<file path="src/rtl/exu_alu_arb_pkg.sv">
// Shared types for the two-requester ALU arbiter: ALU control packet, requester id, in-flight record.
package exu_alu_arb_pkg;

    localparam int ALU_ARB_TAGW = 4;

    typedef struct packed {
        logic add;
        logic sub;
        logic land;
        logic lor;
        logic lxor;
        logic sll;
        logic srl;
        logic slt;
    } alu_pkt_t;

    typedef enum logic {
        ARB_R0 = 1'b0,
        ARB_R1 = 1'b1
    } arb_id_e;

    typedef struct packed {
        logic                    v;
        arb_id_e                 id;
        logic [ALU_ARB_TAGW-1:0] tag;
        alu_pkt_t                ap;
    } arb_inflight_t;

endpackage

</file>
<file path="src/rtl/exu_arb_age.sv">
// Saturating wait counter for requester 1; starve asserts once it has waited STARVE_LIM unfrozen cycles.
module exu_arb_age #(
    parameter int STARVE_LIM = 8
) (
    input  logic clk,
    input  logic rst,
    input  logic freeze,
    input  logic req,
    input  logic gnt,
    output logic starve
);

    localparam int CW = $clog2(STARVE_LIM + 1);

    logic [CW-1:0] cnt;

    always_ff @(posedge clk or posedge rst) begin
        if (rst) begin
            cnt <= '0;
        end else if (!req || gnt) begin
            cnt <= '0;
        end else if (!freeze && cnt != CW'(STARVE_LIM)) begin
            cnt <= cnt + 1'b1;
        end
    end

    assign starve = (cnt == CW'(STARVE_LIM));

endmodule

</file>
<file path="src/rtl/exu_alu_arb.sv">
// Shares one ALU (operand flops + one-cycle result) between the issue pipe (r0) and a background sequencer (r1).
// Optional r1 anti-starvation priority boost is enabled by defining EXU_ALU_ARB_STARVE_EN.
module exu_alu_arb
    import exu_alu_arb_pkg::*;
#(
    parameter int XLEN = 64,
    parameter int TAGW = ALU_ARB_TAGW
`ifdef EXU_ALU_ARB_STARVE_EN
   ,parameter int STARVE_LIM = 8
`endif
) (
    input  logic            clk,
    input  logic            rst,
    input  logic            freeze,
    input  logic            flush,
    input  logic            r0_valid,
    output logic            r0_ready,
    input  logic [XLEN-1:0] r0_a,
    input  logic [XLEN-1:0] r0_b,
    input  alu_pkt_t        r0_ap,
    input  logic [TAGW-1:0] r0_tag,
    input  logic            r1_valid,
    output logic            r1_ready,
    input  logic [XLEN-1:0] r1_a,
    input  logic [XLEN-1:0] r1_b,
    input  alu_pkt_t        r1_ap,
    input  logic [TAGW-1:0] r1_tag,
    output logic            alu_valid,
    output logic            alu_enable,
    output logic [XLEN-1:0] alu_a,
    output logic [XLEN-1:0] alu_b,
    output alu_pkt_t        alu_ap,
    input  logic [XLEN-1:0] alu_out,
    output logic            rsp0_valid,
    output logic [TAGW-1:0] rsp0_tag,
    output logic [XLEN-1:0] rsp0_data,
    output logic            rsp1_valid,
    output logic [TAGW-1:0] rsp1_tag,
    output logic [XLEN-1:0] rsp1_data
);

    logic          g0, g1, r1_pri, kill0, retire;
    arb_inflight_t if_q, if_d;

`ifdef EXU_ALU_ARB_STARVE_EN
    exu_arb_age #(.STARVE_LIM(STARVE_LIM)) u_age (
        .clk    (clk),
        .rst    (rst),
        .freeze (freeze),
        .req    (r1_valid),
        .gnt    (g1),
        .starve (r1_pri)
    );
`else
    assign r1_pri = 1'b0;
`endif

    // Grants are gated by rst so every output reads zero while reset is held.
    always_comb begin
        g0 = ~rst & ~freeze & r0_valid & ~flush & ~(r1_pri & r1_valid);
        g1 = ~rst & ~freeze & r1_valid & ~g0;
    end

    assign r0_ready   = g0;
    assign r1_ready   = g1;
    assign alu_valid  = g0 | g1;
    assign alu_enable = g0 | g1;
    assign alu_a      = rst ? '0 : (g1 ? r1_a : r0_a);
    assign alu_b      = rst ? '0 : (g1 ? r1_b : r0_b);
    assign alu_ap     = if_q.ap;

    assign kill0 = flush & (if_q.id == ARB_R0);

    // Frozen: entry holds unless flush kills an r0 op. Unfrozen: reload on grant or empty out.
    always_comb begin
        if_d = if_q;
        if (freeze) begin
            if (kill0) begin
                if_d = '0;
            end
        end else if (g0 || g1) begin
            if_d.v   = 1'b1;
            if_d.id  = g1 ? ARB_R1 : ARB_R0;
            if_d.tag = g1 ? ALU_ARB_TAGW'(r1_tag) : ALU_ARB_TAGW'(r0_tag);
            if_d.ap  = g1 ? r1_ap : r0_ap;
        end else begin
            if_d = '0;
        end
    end

    always_ff @(posedge clk or posedge rst) begin
        if (rst) begin
            if_q <= '0;
        end else begin
            if_q <= if_d;
        end
    end

    assign retire     = if_q.v & ~freeze & ~kill0;
    assign rsp0_valid = retire & (if_q.id == ARB_R0);
    assign rsp1_valid = retire & (if_q.id == ARB_R1);
    assign rsp0_tag   = rsp0_valid ? TAGW'(if_q.tag) : '0;
    assign rsp1_tag   = rsp1_valid ? TAGW'(if_q.tag) : '0;
    assign rsp0_data  = rsp0_valid ? alu_out : '0;
    assign rsp1_data  = rsp1_valid ? alu_out : '0;

endmodule

</file>
<file path="config.mk">
export PLATFORM = sky130hd
export DESIGN_NAME = exu_alu_arb
export DESIGN_NICKNAME = d
export VERILOG_FILES = /design/src/rtl/exu_alu_arb_pkg.sv /design/src/rtl/exu_arb_age.sv /design/src/rtl/exu_alu_arb.sv
export SDC_FILE = /design/constraint.sdc
export NUM_CORES = 1
export LEC_CHECK = 0
export CELL_PAD_IN_SITES_DETAIL_PLACEMENT = 1
export CELL_PAD_IN_SITES_GLOBAL_PLACEMENT = 1
export CORE_AREA = 4 4 246 248
export DETAILED_ROUTE_END_ITERATION = 16
export DIE_AREA = 0 0 250 252
export GPL_TIMING_DRIVEN = 0
export PLACE_DENSITY = 0.54
export RECOVER_POWER = 100
export REMOVE_ABC_BUFFERS = 1
export SYNTH_ARGS = -nofsm -noshare
export SYNTH_HDL_FRONTEND = slang
export SYNTH_SLANG_ARGS = --single-unit
</file>
<file path="constraint.sdc">
create_clock -name clk -period 3.7 [get_ports clk]
set_input_delay 0.74 -clock clk [delete_from_list [all_inputs] [get_ports clk]]
set_output_delay 0.74 -clock clk [all_outputs]
set_load 0.05 [all_outputs]
</file>
* Word-level counts from Yosys, hierarchy flattened *
Index checks and enable logic that the tools add are counted.

cells by class
  muxes and demuxes = 14
  $mul = 0
  bitwise operators = 17
  shift operators = 0
  equality and inequality tests = 1
  $lt $le $gt $ge = 0
  divide/modulo/power cells = 0
  add/subtract/negate cells = 0
  reduce and logical (&&, ||, !) cells = 1

operators with widths
  cell                                                              number
  64-bit 2-to-1 mux                                                 6
  14-bit 2-to-1 mux                                                 3
  4-bit 2-to-1 mux                                                  3
  1-bit AND                                                         10
  8-bit 2-to-1 mux                                                  1
  1-bit NOT                                                         6
  2-bit by 1-bit != test with 1-bit output (second input constant)  1
  1-bit logical OR                                                  1
  1-bit 2-to-1 mux                                                  1
  1-bit bitwise OR                                                  1

storage, ports and cells
  output and inout port bits = 278
  logic and storage cells = 44
  latch bits = 0
  memories = 0
  memory bits (read-only) = 0
  bits in registers = 14
  memory bits (writable) = 0

* Depth between registers and ports, before layout *
  depth in word-level cells = 9
  gate-level depth with buffers = 5

* Least setup slack after synthesis *
No wires, ideal clock.

  path type = input to output
  start point = in rst
  end point = out alu_valid
  cell stages on the path = 5
  path slack = 530 ps
  path buffers = 3
  arrival = 2430 ps
  data required time = 2960 ps
  cells stage by stage = clkbuf_1 > or2_2 > buf_2 > nor2_1 > buf_4

on the way
  word-level cells in the longest chain between the ends = 7
  elaborated cells between the ends (all ways) = 8
  those cells by class = bitwise: 8

ends and longest elaborated chain
  item                    line                                  RTL
  from (decl)             exu_alu_arb.sv:13                     input logic rst,
  1-bit NOT *             exu_alu_arb.sv:60, exu_alu_arb.sv:61
  1-bit AND *             exu_alu_arb.sv:60, exu_alu_arb.sv:61
  1-bit AND (2 in a row)  exu_alu_arb.sv:60                     g0 = ~rst & ~freeze & r0_valid & ~flush & ~(r1_pri & r1_valid);
  1-bit NOT               exu_alu_arb.sv:61                     g1 = ~rst & ~freeze & r1_valid & ~g0;
  1-bit AND               exu_alu_arb.sv:61
  1-bit bitwise OR *      -
  to (decl)               exu_alu_arb.sv:28                     output logic alu_valid,

Mark *: on every way between the ends. The rest lies on a longest branch, timed or not.

* Final worst setup path *
  start point = in flush
  end point = out alu_b[25]

on the way
  word-level cells in the longest chain between the ends = 6

ends and longest elaborated chain
  item                            line               RTL
  from (decl)                     exu_alu_arb.sv:15  input logic flush,
  1-bit NOT                       exu_alu_arb.sv:60
  1-bit AND                       exu_alu_arb.sv:60
  1-bit NOT                       exu_alu_arb.sv:61
  1-bit AND                       exu_alu_arb.sv:61
  64-bit 2-to-1 mux (2 in a row)  exu_alu_arb.sv:69  assign alu_b = rst ? '0 : (g1 ? r1_b : r0_b);
  to (decl)                       exu_alu_arb.sv:31  output logic [XLEN-1:0] alu_b,

Every way passes these cells.

==> PnR_summary.wiki <==
{| class="wikitable"
! Metric !! Value
|-
| Status || finished clean
|-
| Final-stage net count || 1,455
|-
| Worst vdd rail ir drop || 0.1852 mV
|-
| Period minus WS final || 3.621 ns
|-
| Share of cell area taken by muxes after synthesis || 39.85%
|-
| Largest cells by area after synthesis || sky130_fd_sc_hd__mux2_4, sky130_fd_sc_hd__and2_1, sky130_fd_sc_hd__nor2b_1
|-
| Count of distinct cell types in the synthesized netlist || 25
|-
| H-tree lvl count || 1
|-
| Mean post-synth cell area || 8.851 µm²
|-
| Cell area after synthesis || 4549 µm²
|-
| Power density cells || 153.8 nW/µm²
|-
| Area share of fa/ha/maj cells after synthesis || 0%
|-
| Cell type contributing the most total cell area after synthesis || sky130_fd_sc_hd__mux2_4
|-
| Clock input transition at the sequential cells of the worst setup and hold paths || 0.05 ns
|-
| Endpoint type of the worst setup path || output pin
|-
| Post-CTS Hold Buffers || 0
|-
| Top-area cell type share of the netlist area || 32.67%
|-
| Number of placement rows || 89
|-
| Setup clock skew after layout || 0.004739 ns
|-
| Number of clock buffers inserted by TritonCTS || 3
|-
| Number of global-route vias before repair || 6,750
|-
| Number of buffers between clock root and the deepest sink || 2
|-
| Area fraction in compound gates after synthesis || 4.098%
|-
| Combinational group share of total power || 77.5%
|-
| First-pass iteration count of the detailed router || 4
|-
| I/O Buffers || 627
|-
| Transition time at the pin with the least slew margin || 0.8921 ns
|-
| Achievable clock frequency || 276.2 MHz
|-
| Total via count in the routed design || 6,174
|-
| Vias per std cell || 3.284
|-
| Clock share of power || 13.1%
|-
| Final setup slack of the worst path || 0.07943 ns
|-
| Initial core utilization || 7.782%
|-
| Net Sw Frac || 44.89%
|-
| Worst hold slack || 0.4916 ns
|-
| Layout Utilization || 20.13%
|-
| Commonest cells in the netlist || sky130_fd_sc_hd__and2_1, sky130_fd_sc_hd__nor2b_1, sky130_fd_sc_hd__mux2_4
|-
| Relative contribution of sequential cells to total power || 9.4%
|-
| Final-report max-slew violation count || 0
|-
| Final Cycle Share || 97.85%
|-
| Start-to-end type of the worst setup path || in -> out
|-
| Yosys synthesis warning count || 0
|-
| Non-Filler Cell Area, Final || 11,770 µm²
|-
| CTS tree || built
|-
| Min-delay worst type || reg -> reg
|-
| Reg-to-reg setup timing slack || 2.36 ns
|-
| Max Cap Violations || 0
|-
| Wire length of the first global-routing pass || 52.57 mm
|-
| Core Footprint || 58,460 µm²
|-
| Post-synth EDFFs || 0
|-
| Internal power || 0.9976 mW
|-
| Placement-stage cell area || 11,670 µm²
|-
| Largest net degree at the start of global routing || 83
|-
| XOR/XNOR share of the synthesized area || 0%
|-
| Main flop type after synthesis || sky130_fd_sc_hd__dfrtp_1
|-
| Leading cell type by number of instances after synthesis || sky130_fd_sc_hd__and2_1
|-
| Clock Tree Root || sky130_fd_sc_hd__clkbuf_16
|-
| Detailed-placement wirelength estimate || 33.14 mm
|-
| First DRT Iteration DRCs || 146
|-
| Total global routing overflow || 0
|-
| Die height || 252 µm
|-
| Worst Setup Start Kind || input port
|-
| Simple logic cell fraction of the synthesized area || 40.57%
|-
| Area delta synth->final || 158.7%
|-
| Antenna violations before repair || 16
|-
| Clock sink total || 14
|-
| LEAKAGE || 5.375 nW
|-
| Share of synthesized flip-flops with an asynchronous set or reset || 100.0%
|-
| CP Max Fanout || 37
|-
| Post-synthesis register bit count || 14
|-
| Number of routed nets with antenna violations || 0
|-
| Fraction of layout instances using a drive strength above 1 || 13.77%
|-
| Slew margin rel. || 40.53%
|-
| Overall fraction of global-route tracks in use || 11.29%
|-
| Hold Fails Final Rpt || 0
|-
| Worst setup slack after placement || -1.262 ns
|-
| GPL Wtd Cong || 0.7997
|-
| Proportion of synthesized chip area in sequential cells || 7.701%
|-
| Die span in x || 250 µm
|-
| DR DRC count || 0
|-
| Sw power || 0.8125 mW
|-
| Routed wire length per instance || 20.37 µm
|-
| Worst path arrival time || 2.88 ns
|-
| Number of cells produced by synthesis || 514
|-
| Unrepaired setup endpoints after global routing || no
|-
| Data required time of the critical path || 2.96 ns
|-
| Endpoints failing setup || 0
|-
| Die outline area || 63,000 µm²
|-
| Combinational family with the most area after synthesis || simple AND/OR/NAND/NOR gates
|-
| Routed wire length || 38.30 mm
|-
| Top Ports || 628
|-
| Post-layout power || 1.810 mW
|-
| Latest clock arrival within the worst-skew pair || 0.25 ns
|}
metrics by stage:
| step | TNS, ns | cells |
|---|---|---|
| global route | 0 | 1877 |
| finish | 0 | 1880 |
| CTS | 0 | 1877 |
| global placement | -1386.15 | 1857 |
| detailed placement | -183.53 | 1867 |
| floorplan | -242.42 | 457 |
flip-flops by register name, indices dropped and copies added, names as in the netlist:
name and cells:
if_q 6, alu_ap 8
area by class of cell:
cell class	instances	area, µm²
fill	6853	46690
antenna	3	7.507
tap	773	967.2
sequential	14	350.3
multi-input combinational	441	3781
inverter	3	11.26
clock buffer	4	88.84
timing repair buffer	642	6564
power by group through the flow:
stage	combinational, mW	clock [mW]	sequential [mW]
global route	1.47	0.250	0.171
CTS	1.46	0.245	0.171
global placement	1.49	0	0.172
detailed placement	1.46	0	0.173
finish	1.40	0.238	0.170
floorplan	0.726	0	0.186
critical path, cell delays in order:
cell and delay, ns:
sky130_fd_sc_hd__clkdlybuf4s18_2 0.37, sky130_fd_sc_hd__nand2b_4 0.22, sky130_fd_sc_hd__nand3_4 0.16, sky130_fd_sc_hd__buf_16 0.24, sky130_fd_sc_hd__mux2_1 0.36, sky130_fd_sc_hd__clkdlybuf4s50_1 0.71
logic make-up after synthesis:
| family | after synthesis |
|---|---|
| AND/OR/NAND/NOR | 288 |
| multiplexers | 128 |
| buffers and inverters | 60 |
| AO/OA/AOI/OAI | 24 |
| flip-flops | 14 |
placed cells by master, fill, tap and decap left out, types with 11 or more instances in the layout:
cell type / synthesis / routed
sky130_fd_sc_hd__dlygate4sd2_1: 0 / 34
sky130_fd_sc_hd__nor2b_1: 129 / 129
sky130_fd_sc_hd__mux2_4: 99 / 74
sky130_fd_sc_hd__and2_1: 136 / 129
sky130_fd_sc_hd__clkdlybuf4s15_2: 0 / 20
sky130_fd_sc_hd__clkdlybuf4s50_1: 0 / 474
sky130_fd_sc_hd__dfrtp_1: 14 / 14
sky130_fd_sc_hd__dlygate4sd3_1: 0 / 49
sky130_fd_sc_hd__mux2_2: 29 / 29
sky130_fd_sc_hd__o2bb2ai_1: 11 / 11
sky130_fd_sc_hd__mux2_1: 0 / 25
sky130_fd_sc_hd__dlymetal6s2s_1: 0 / 39
per-layer routing:
metal  up-vias  GRT usage [%]  part of all wire (%)
met1      2868          12.09                    37
li1       2872              -                     -
met5         -              0                  0.11
met2       398          22.06                    53
met3        30          4.175                   9.7
met4         6         0.7608                  0.63
final timing paths:
path                             end      start  cells past startpoint
setup reg to reg             if_q[8]   if_q[12]                      4
hold / removal             alu_ap[4]  alu_ap[4]                      1
setup / recovery           alu_b[25]      flush                      6
max in group asynchronous  alu_ap[1]        rst                      2
min in group asynchronous  alu_ap[3]        rst                      2
hold reg to reg            alu_ap[4]  alu_ap[4]                      1
repair_timing:
action | 4_1_cts | 5_1_grt
cloned | 3 | 0
resized for setup | 130 | 40
setup buffers | 3 | 0
pin swaps | 2 | 0
setup endpoints to repair | 268 | 44
endpoints found under the hold margin | 0 | 0
Power figures use the tool's default switching activity.
==> RTL edit 1, RTL diff (config.mk and constraints unchanged) <==
The option `EXU_ALU_ARB_STARVE_EN` is turned on by a define.
--- a/src/rtl/exu_alu_arb.sv
+++ b/src/rtl/exu_alu_arb.sv
@@ -1,5 +1,7 @@
 // Shares one ALU (operand flops + one-cycle result) between the issue pipe (r0) and a background sequencer (r1).
 // Optional r1 anti-starvation priority boost is enabled by defining EXU_ALU_ARB_STARVE_EN.
+`define EXU_ALU_ARB_STARVE_EN
+
 module exu_alu_arb
     import exu_alu_arb_pkg::*;
 #(
Check against the original RTL: no difference found for any inputs over 4 cycles, from zero or initial values and one cycle with rst high; that may be too few to reach the edited logic, so the function may still have changed.
==> RTL edit 1 against the unedited design <==
  * The run now ends with negative setup slack left
  * Power grew 11%
  * Sequential cell count up 4
  * Worst setup slack lost 0.093 ns
  * Clock power rose by 3%
  * Cell area increased by 4.5%
  * Cell count is 3.9% higher
  * Register-to-register slack got worse by 0.84 ns
  * Critical path depth increased by 4
  * Via count grew 6.4%
  * Wire length rose by 12%
  * Global-route usage increased by 1.3 points
  * Clock skew is 0.00075 ns higher
  * Synthesized area is 3.1% lower
==> RTL edit 1: results (changes against the unedited design) <==
** Status
- Outcome :: finished, violations left (was complete, no violations)
- Failing checks :: negative setup slack

** Placed design
- The placement-stage worst setup slack was -1.87 ns (was -1.26 ns).
- The number of port buffers came to 627 (unchanged).
- The half-perimeter wire length of the detailed placement result is 35.8 mm (was 33.1 mm).
- Placer Congestion :: 0.860 (was 0.800)

** Critical path
- The largest stage delay on the critical path is 0.56 ns (was 0.71 ns).
- CP max FO :: 8 (was 37)
- The path depth of the worst reg2reg path was 9 (was 4).
- Reg2Reg Launch Point :: u_age.cnt[0] (was if_q[12])
- R2R setup slack :: 1.52 ns (was 2.36 ns)
- Origin of the worst setup path :: freeze (was flush)
- Critical path destination :: alu_a[1] (was alu_b[25])
- Endpoint of the lowest-slack register-to-register path :: u_age.cnt[1] (was if_q[8])
- The data arrival time of the critical path was 2.97 ns (was 2.88 ns).
- The highest-delay cell along the critical path is or4b_4 (was clkdlybuf4s50_1).

** CTS
- The maximum level of the CTS H-tree came to 1 (unchanged).
- The clock insertion delay at the later pin of the skew report was 0.25 ns (about the same).
- The clock-pin slew on the worst setup and hold paths was 0.05 ns (about the same).
- TritonCTS Buffers :: 3 (unchanged)
- Maximum clock path buffer count :: 2 (unchanged)

** Logic synthesis
- Seq/Total Area, Yosys :: 10.2% (was 7.70%)
- The count of cell types in the netlist was 33 (was 25).
- Share of flip-flops with an asynchronous set or reset :: 100% (unchanged)
- Most instantiated cells after synthesis :: and2_1, mux2_2, nor2b_1 (was and2_1, nor2b_1, mux2_4)
- Yosys synthesis warning count :: 0 (unchanged)
- The flip-flop cell with the highest count after synthesis was dfrtp_1 (unchanged).
- Top post-synthesis cells by area: mux2_2, and2_1, nor2b_1 (was mux2_4, and2_1, nor2b_1).

** Timing
- The final worst-path setup slack came to -0.0141 ns (was 0.0794 ns).
- The slew of the pin with the lowest slew margin was 0.778 ns (was 0.892 ns).
- Final setup violation count :: 14 (was 0)
- The worst clock skew is 0.00549 ns (was 0.00474 ns).
- The total negative setup slack is -0.0980 ns (was 0 ns).

** Global route
- Number of antenna violations at the first check in global routing :: 18 (was 16)
- The maximum number of pins on one net before global-route repair was 63 (was 83).
- Number of global-route vias before repair :: 7164 (was 6750)
- The total routing usage reported by global routing was 12.6% (was 11.3%).
- The first-pass GRT wire length is 57.7 mm (was 52.6 mm).

** Final layout
- The fraction of layout cells with a size suffix above 1 was 28.4% (was 13.8%).
- Final net count :: 1530 (was 1455)
- Fill cell count :: 6905 (was 6853)

** Pwr
- The maximum vdd drop came to 141 uV (was 185 uV).
- Static Leakage :: 5.16 nW (was 5.37 nW)

** Route
- Total number of vias :: 6567 (was 6174)
- The total detailed-routing wirelength was 42.9 mm (was 38.3 mm).
- The DRC marker count from the first detailed-route iteration was 169 (was 146).

** Worst hold path
- HP Class :: reg2reg (unchanged)
RTL edit 1: changes by cell type in the layout (fill, tap and decap cells not counted), moves of 16 or more:
cell             change
buf_2               +45
buf_4               +35
buf_8               +34
clkdlybuf4s50_1     -28
dlygate4sd3_1       -44
dlymetal6s2s_1      -36
inv_1               +16
mux2_1              -25
mux2_2              +58
mux2_4              -33
RTL edit 1: critical path, delay by kind of cell:
| kind | cells | cell delay, ns |
|---|---|---|
| mux | 1 | 0.32 |
| compound gates | 1 | 0.31 |
| simple gates | 1 | 0.56 |
| buf+inv | 7 | 1.02 |
RTL edit 1: worst min path at each step:
| stage | start | to | slack, ns | cells past startpoint |
|---|---|---|---|---|
| 3_3_place_gp | if_q[12] | if_q[12] | 0.53 | 2 |
| 5_1_grt | alu_ap[5] | alu_ap[5] | 0.62 | 2 |
| 2_1_floorplan | if_q[12] | if_q[12] | 0.50 | 2 |
| 6_report | alu_ap[5] | alu_ap[5] | 0.58 | 2 |
| 3_5_place_dp | if_q[12] | if_q[12] | 0.56 | 2 |
| 4_1_cts | alu_ap[5] | alu_ap[5] | 0.59 | 2 |
RTL edit 1: final cells by class:
cell class                 instances  area (um^2)  share of cell area [%]
antenna                            4         10.0                  0.0814
multi-input combinational        459         3750                    30.5
timing repair inverter             1         5.00                  0.0407
timing repair buffer             676         6950                    56.5
sequential                        18          450                    3.66
clock buffer                       4         88.8                   0.723
inverter                          19         72.6                   0.590
tap                              773          967                    7.87
RTL edit 1: logic make-up after synthesis:
group                      count (synthesis)  synth area share (%)
adders and majority gates                  2                 0.568
buffers and inverters                     77                  9.34
DFF                                       18                  10.2
muxes                                    128                  32.7
AOI/OAI and AO/OA                         23                  4.34
xor gates and xnor gates                   1                 0.199
and+or+nand+nor                          305                  42.6
RTL edit 1: what timing repair did:
| action | CTS | global route |
|---|---|---|
| pin swaps | 2 | 2 |
| setup endpoints to repair | 270 | 103 |
| hold buffers | 0 | 0 |
| cloned | 10 | 0 |
| resized for setup | 804 | 82 |
| setup buffers | 24 | 4 |
RTL edit 1: power breakdown:
group	switching [mW]	internal (mW)	leakage (nW)
logic	0.812	0.743	4.87
registers	0.0104	0.209	0.242
clock network	0.0797	0.165	0.0442
total	0.902	1.12	5.16
RTL edit 1: stage by stage:
stage / cell area (um^2) / hold WS (ns) / instances
after detailed placement: 11600 / 0.563 / 1911
after global placement: 11300 / 0.530 / 1896
final: 12300 / 0.579 / 1954
after CTS: 12300 / 0.594 / 1949
after global routing: 12300 / 0.616 / 1953
after floorplan: 4070 / 0.499 / 496
RTL edit 1: metal layers:
metal	GRT usage [%]	up-vias	part of all wire [%]
met5	0	-	0.13
met4	1.65	12	1.2
met3	5.19	38	11
met2	22.1	412	48
met1	14.9	3040	40
li1	-	3065	-
==> RTL edit 2, RTL diff (same flow settings) <==
Without the edit above. Make the reset (`rst`) synchronous in one clocked block.
--- a/src/rtl/exu_alu_arb.sv
+++ b/src/rtl/exu_alu_arb.sv
@@ -88,7 +88,7 @@
         end
     end
 
-    always_ff @(posedge clk or posedge rst) begin
+    always_ff @(posedge clk) begin
         if (rst) begin
             if_q <= '0;
         end else begin
Formal check against the unedited RTL: differs if rst is asserted again (counterexample within 4 cycles, from zero or initial values and one cycle with rst high); with rst held inactive, the same outputs for 4 cycles.
==> RTL edit 2 against the unedited design <==
  * Wire length fell by 3.3%
  * Sequential cell count stayed put
  * Synthesized area shrank 0.28%
  * Power down 7.0%
  * Register-to-register slack improved by 0.05 ns
  * Via count down 2.4%
  * Cell area fell by 4.1%
  * First-iteration DRC count down 23%
  * Clock skew grew 0.0023 ns
  * Worst setup slack got worse by 0.044 ns
  * Worst hold slack worse by 0.0030 ns
  * Critical path type unchanged
  * Critical endpoint is now alu_a[2]
  * Highest routed layer is now met4
==> RTL edit 2: results (changes against the unedited design) <==
** Route
- Routed length on met2 :: 19.5 mm (was 20.1 mm)
- Met3 Routed Length :: 3.27 mm (was 3.73 mm)
- Routed length on met1 :: 13.6 mm (was 14.2 mm)

** Placed design
- The post-placement cell area came to 0.0116 mm^2 (was 0.0117 mm^2).
- Placer Congestion :: 0.806 (was 0.800)
- The placement-stage worst setup slack came to -1.34 ns (was -1.26 ns).

** Global route
- The met1 capacity usage during global routing came to 11.9% (was 12.1%).
- Number of antenna violations at the first check in global routing :: 7 (was 16)
- The maximum number of pins on one net before global-route repair is 78 (was 83).
- Global-route met2 utilization :: 21.3% (was 22.1%)
- Number of global-route vias before repair :: 6581 (was 6750)

** Final layout
- Fraction of final layout cells with drive strength greater than 1 :: 15.9% (was 13.8%)
- The count of placed standard cells in the final layout, fillers left out was 1869 (was 1880).

** Pwr
- Sequential group share of total power :: 9.7% (was 9.4%)
- The power consumption was 1.68 mW (was 1.81 mW).
- Static Leakage :: 5.25 nW (was 5.37 nW)

** Status
- Outcome :: complete, no violations (unchanged)

** Critical path
- Critical path destination :: alu_a[2] (was alu_b[25])
- The largest fanout on the critical path is 27 (was 37).
- Arrival time reported for the critical path endpoint :: 2.92 ns (was 2.88 ns)
- Endpoint of the lowest-slack register-to-register path :: if_q[8] (unchanged)

** Logic synthesis
- Top post-synthesis cells by area: mux2_4, and2_1, nor2b_1 (unchanged).
- The compound-gate portion of the synthesized area is 3.14% (was 4.10%).
- The flip-flop cell with the highest count after synthesis is dfxtp_1 (was dfrtp_1).
- Synthesized netlist cell count :: 501 (was 514)

** Timing
- Worst hold margin :: 0.489 ns (was 0.492 ns)

** Worst hold path
- The start point of the worst hold path is alu_ap[4] (unchanged).
-- RTL edit 2: cell count changes after synthesis, sizes merged, moves of 3 or more --
cell | unedited run | this run
nor2b | 129 | 89
a221o | 2 | 12
and2 | 136 | 148
dfxtp | 0 | 14
and2b | 0 | 40
clkbuf | 31 | 28
and3b | 10 | 1
o2bb2ai | 11 | 0
a31oi | 10 | 0
dfrtp | 14 | 0
-- RTL edit 2: worst max-delay path, stage by stage --
cell	delay, ns
dlygate4sd2_1	0.33
nand2b_4	0.23
nand3_4	0.18
buf_16	0.22
buf_16	0.22
buf_16	0.22
mux2_2	0.36
clkdlybuf4s15_2	0.33
-- RTL edit 2: area by class of cell --
type	instances	area [um^2]
Fill cell	6958	47200
Timing Repair Buffer	643	6130
Multi-Input combinational cell	431	3800
Tap cell	773	967
Sequential cell	14	280
Clock buffer	4	88.8
Inverter	2	7.51
Antenna cell	2	5.00
